File: src/rtl/branch_predictor.sv
// 2-bit saturating-counter branch history table with misprediction flag and branch statistics.
// Define BRANCH_PREDICTOR_GSHARE_EN to XOR a global history register into the lookup index.
module branch_predictor #(
    parameter int         IDX_W    = 6,
    parameter logic [1:0] CNT_INIT = 2'b01
) (
    input  logic             clk,
    input  logic             rst,
    input  logic             pred_valid,
    input  logic [31:0]      pred_pc,
    output logic             pred_taken,
    output logic [IDX_W-1:0] pred_idx,
    input  logic             res_valid,
    input  logic [IDX_W-1:0] res_idx,
    input  logic             res_taken,
    input  logic             res_pred_taken,
    output logic             mispredict,
    output logic [31:0]      br_cnt,
    output logic [31:0]      miss_cnt
);

    localparam int ENTRIES = 2 ** IDX_W;

    logic [1:0] bht [ENTRIES];
    logic [1:0] cur_cnt;
    logic [1:0] next_cnt;
    logic       miss_now;

    // pred_valid and the untouched PC bits are reserved; they feed nothing.
    logic unused_bits;
    assign unused_bits = &{1'b0, pred_valid, pred_pc[31:IDX_W+2], pred_pc[1:0]};

`ifdef BRANCH_PREDICTOR_GSHARE_EN
    logic [IDX_W-1:0] ghr;
    assign pred_idx = pred_pc[IDX_W+1:2] ^ ghr;

    always_ff @(posedge clk) begin
        if (!rst) begin
            ghr <= '0;
        end else if (res_valid) begin
            ghr <= {ghr[IDX_W-2:0], res_taken};
        end
    end
`else
    assign pred_idx = pred_pc[IDX_W+1:2];
`endif

    // Lookup reads the stored value; a same-cycle update is seen next cycle.
    assign pred_taken = bht[pred_idx][1];

    assign cur_cnt  = bht[res_idx];
    assign miss_now = res_valid & (res_taken ^ res_pred_taken);

    always_comb begin
        next_cnt = cur_cnt;
        if (res_taken) begin
            if (cur_cnt != 2'b11) next_cnt = cur_cnt + 2'b01;
        end else begin
            if (cur_cnt != 2'b00) next_cnt = cur_cnt - 2'b01;
        end
    end

    always_ff @(posedge clk) begin
        if (!rst) begin
            for (int i = 0; i < ENTRIES; i++) begin
                bht[i] <= CNT_INIT;
            end
            mispredict <= 1'b0;
            br_cnt     <= '0;
            miss_cnt   <= '0;
        end else begin
            mispredict <= miss_now;
            if (res_valid) begin
                bht[res_idx] <= next_cnt;
                br_cnt       <= br_cnt + 32'd1;
            end
            if (miss_now) begin
                miss_cnt <= miss_cnt + 32'd1;
            end
        end
    end

endmodule
File: config.mk
export PLATFORM = sky130hd
export DESIGN_NAME = branch_predictor
export DESIGN_NICKNAME = d
export VERILOG_FILES = /design/src/rtl/branch_predictor.sv
export SDC_FILE = /design/constraint.sdc
export NUM_CORES = 1
export LEC_CHECK = 0
export CORE_ASPECT_RATIO = 1.2
export CORE_MARGIN = 2
export CORE_UTILIZATION = 25
export CTS_CLUSTER_SIZE = 24
export DETAILED_ROUTE_END_ITERATION = 7
export HOLD_SLACK_MARGIN = 0.15
export SLEW_MARGIN = 20
export SYNTH_ARGS = -nofsm -noshare
export SYNTH_HDL_FRONTEND = slang
export SYNTH_SLANG_ARGS = --single-unit
File: constraint.sdc
create_clock -name clk -period 6.8 [get_ports clk]
set_input_delay 1.36 -clock clk [delete_from_list [all_inputs] [get_ports clk]]
set_output_delay 1.36 -clock clk [all_outputs]
set_load 0.01 [all_outputs]
==> flow_summary.toml <==
[setup_path]
rr_worst_depth = 8
r2r_start = "bht[43][0]"
crit_type = "in2out"
end_kind = "output pin"
path_max_fanout = 10
startpoint = "pred_pc[2]"
cp-start-kind = "primary input"
critPathArrivalTime_ns = 4.48
cp.required_ns = 5.44

[grt]
overflow = 0
grt_pass1_vias = 7414
antenna_found_initial = 0
grt_max_degree = 68
grt_usage = 0.134
grt_pass1_wl_um = 43200

[clock_tree]
h-tree-depth = 4
clockBufferDepth = 2
cts_tree = "yes"
cts-resized-gates = 0
clk_latency_ns = 0.45
cts_buffers = 17
cts_sinks = 193
post_cts_buffers = 0
worst_setup_hold_path_clk_slew_ns = 0.07
ctsHoldBuffers = 0
root_buffer = "clkbuf_16"

[timing]
max_freq_ghz = 0.171
finalHoldViolations = 0
slew_violations = 0
rsz0062_at_grt = "no"
setup_slack_ns = 0.963
setup_violations = 0
relSlewSlack = 0.249
clock_skew_ns = 0.00994
finalSetupTns_ns = 0
worst_pin_slew_ns = 1.12
post-route-min-period_ns = 5.84
finalCritPeriodShare = 0.858

[power_and_ir_drop]
p_per_area_nw_per_um2 = 216
power_mw = 2.56
ir_drop_mv = 0.170
power.leakage_nw = 3.76

[drt]
antenna_left = 0
totalWireLength_um = 27500
wl_per_cell_um = 18.0
vias = 7509
first_pass_iters = 5
viasPerCell = 4.92
drc = 0
drtIter0Drc = 553

[finish]
drive_gt1_frac = 0.0977
fin_area_sq_um = 11900
layout.nets = 1026
synthToLayoutAreaGrowth_pct = 18.9
insertedDiodeCount = 0
fill_cells = 4059
instances_no_fill = 1526

[placed_design]
pre_cts_slack_ns = 0.937
dpl.cell_count = 1494
numPortBuffers = 88
dp_hpwl_um = 18500
gp_congestion = 0.889
place_area_sq_um = 11300

[yosys]
synth_async_sr_flop_share = 0
ys_top_cells_by_area = "edfxtp_1, dfxtp_1, mux4_2"
synth.avg_cell_area_sq_um = 10.7
ys_warn_count = 0
ys_ff_latch = 193
syn_area_sq_um = 9980
ys_seq_area_frac = 0.516
synth_nets = 978
synth_edf_count = 128
synth_cells = 932
netlist.area_leader.share = 0.385
synth_largest_area_cell = "edfxtp_1"
synthMostInstantiatedCell = "edfxtp_1"
ys_top_cells_by_count = "edfxtp_1, nand2_1, nand3_1"
synth_flop_cell = "edfxtp_1"
synth_cell_types = 59

[floorplan]
start_util = 0.252
core-area_sq_um = 39500
die_area_sq_um = 41500
io_pins = 116
die_y_um = 223
row_count = 80
die_w_um = 186

[worst_hold_path]
hold_path.class = "reg2reg"
min_from = "miss_cnt[16]"
min_path_cells = 2

[run_status]
outcome = "finished clean"

[run]
cap_violations = 0
-- final cells by class --
cell class | instances | area (sq um) | share of cell area
Sequential cell | 193 | 5140 | 0.434
Clock inverter | 15 | 156 | 0.0132
Inverter | 5 | 18.8 | 0.00158
Clock buffer | 17 | 425 | 0.0359
Tap cell | 533 | 667 | 0.0562
Timing Repair Buffer | 114 | 1060 | 0.0897
Multi-Input combinational cell | 649 | 4380 | 0.369
-- through the flow --
| step | hold slack, ns | utilization |
|---|---|---|
| finish | 0.524 | 0.300 |
| global route | 0.566 | 0.300 |
| CTS | 0.530 | 0.300 |
| detailed placement | 0.506 | 0.285 |
| global placement | 0.490 | 0.285 |
| floorplan | 0.517 | - |
-- per-layer routing --
| metal | part of all wire | global-route usage |
|---|---|---|
| met1 | 0.41 | 0.164 |
| met2 | 0.48 | 0.224 |
| met3 | 0.077 | 0.0333 |
| met4 | 0.032 | 0.0601 |
| met5 | 0 | 0 |
-- power by group --
part | switching [mW] | internal [mW]
clock network | 0.474 | 0.547
logic | 0.171 | 0.0872
registers | 0.0146 | 1.27
total | 0.660 | 1.90
-- registers in the layout (all words and copies together), names as in the netlist --
name,count
miss_cnt,32
br_cnt,32
mispredict,1
bht,128
-- critical path: stages --
cell and delay, ns:
clkdlybuf4s50_1 0.99, buf_4 0.30, mux4_2 0.53, mux4_2 0.50, mux2i_1 0.20, a21oi_1 0.09, clkdlybuf4s50_1 0.48
-- cells by family (layout without fill, tap and decap cells) --
family                     count (synthesis)  count (layout)  synth area share
and+or+nand+nor                          410             410             0.213
DFF                                      193             193             0.516
AOI/OAI and AO/OA                        111             111            0.0665
buffers and inverters                     90             151            0.0453
muxes                                     67              67             0.105
xor gates and xnor gates                  57              57            0.0500
adders and majority gates                  4               4           0.00464
-- cell usage in the layout, fill, tap and decap left out, types with 10 or more instances in the layout --
| master | instances |
|---|---|
| and2_1 | 59 |
| o21ai_0 | 60 |
| nor2_1 | 46 |
| clkdlybuf4s50_1 | 85 |
| nand4_1 | 18 |
| buf_4 | 27 |
| and3_1 | 21 |
| nand2_1 | 82 |
| xnor2_1 | 45 |
| nor3_1 | 57 |
| a21oi_1 | 10 |
| nor2b_1 | 11 |
| mux4_2 | 29 |
| edfxtp_1 | 128 |
| mux2i_1 | 29 |
| dfxtp_1 | 65 |
| xor2_1 | 12 |
| nand3_1 | 72 |
| clkbuf_16 | 17 |
-- final timing paths --
check	end	slack, ns
setup / recovery	pred_taken	0.96
hold / removal	miss_cnt[16]	0.52
setup reg to reg	bht[36][0]	3.53
hold reg to reg	miss_cnt[16]	0.52
Note: power is estimated with default switching activity, not from simulation.
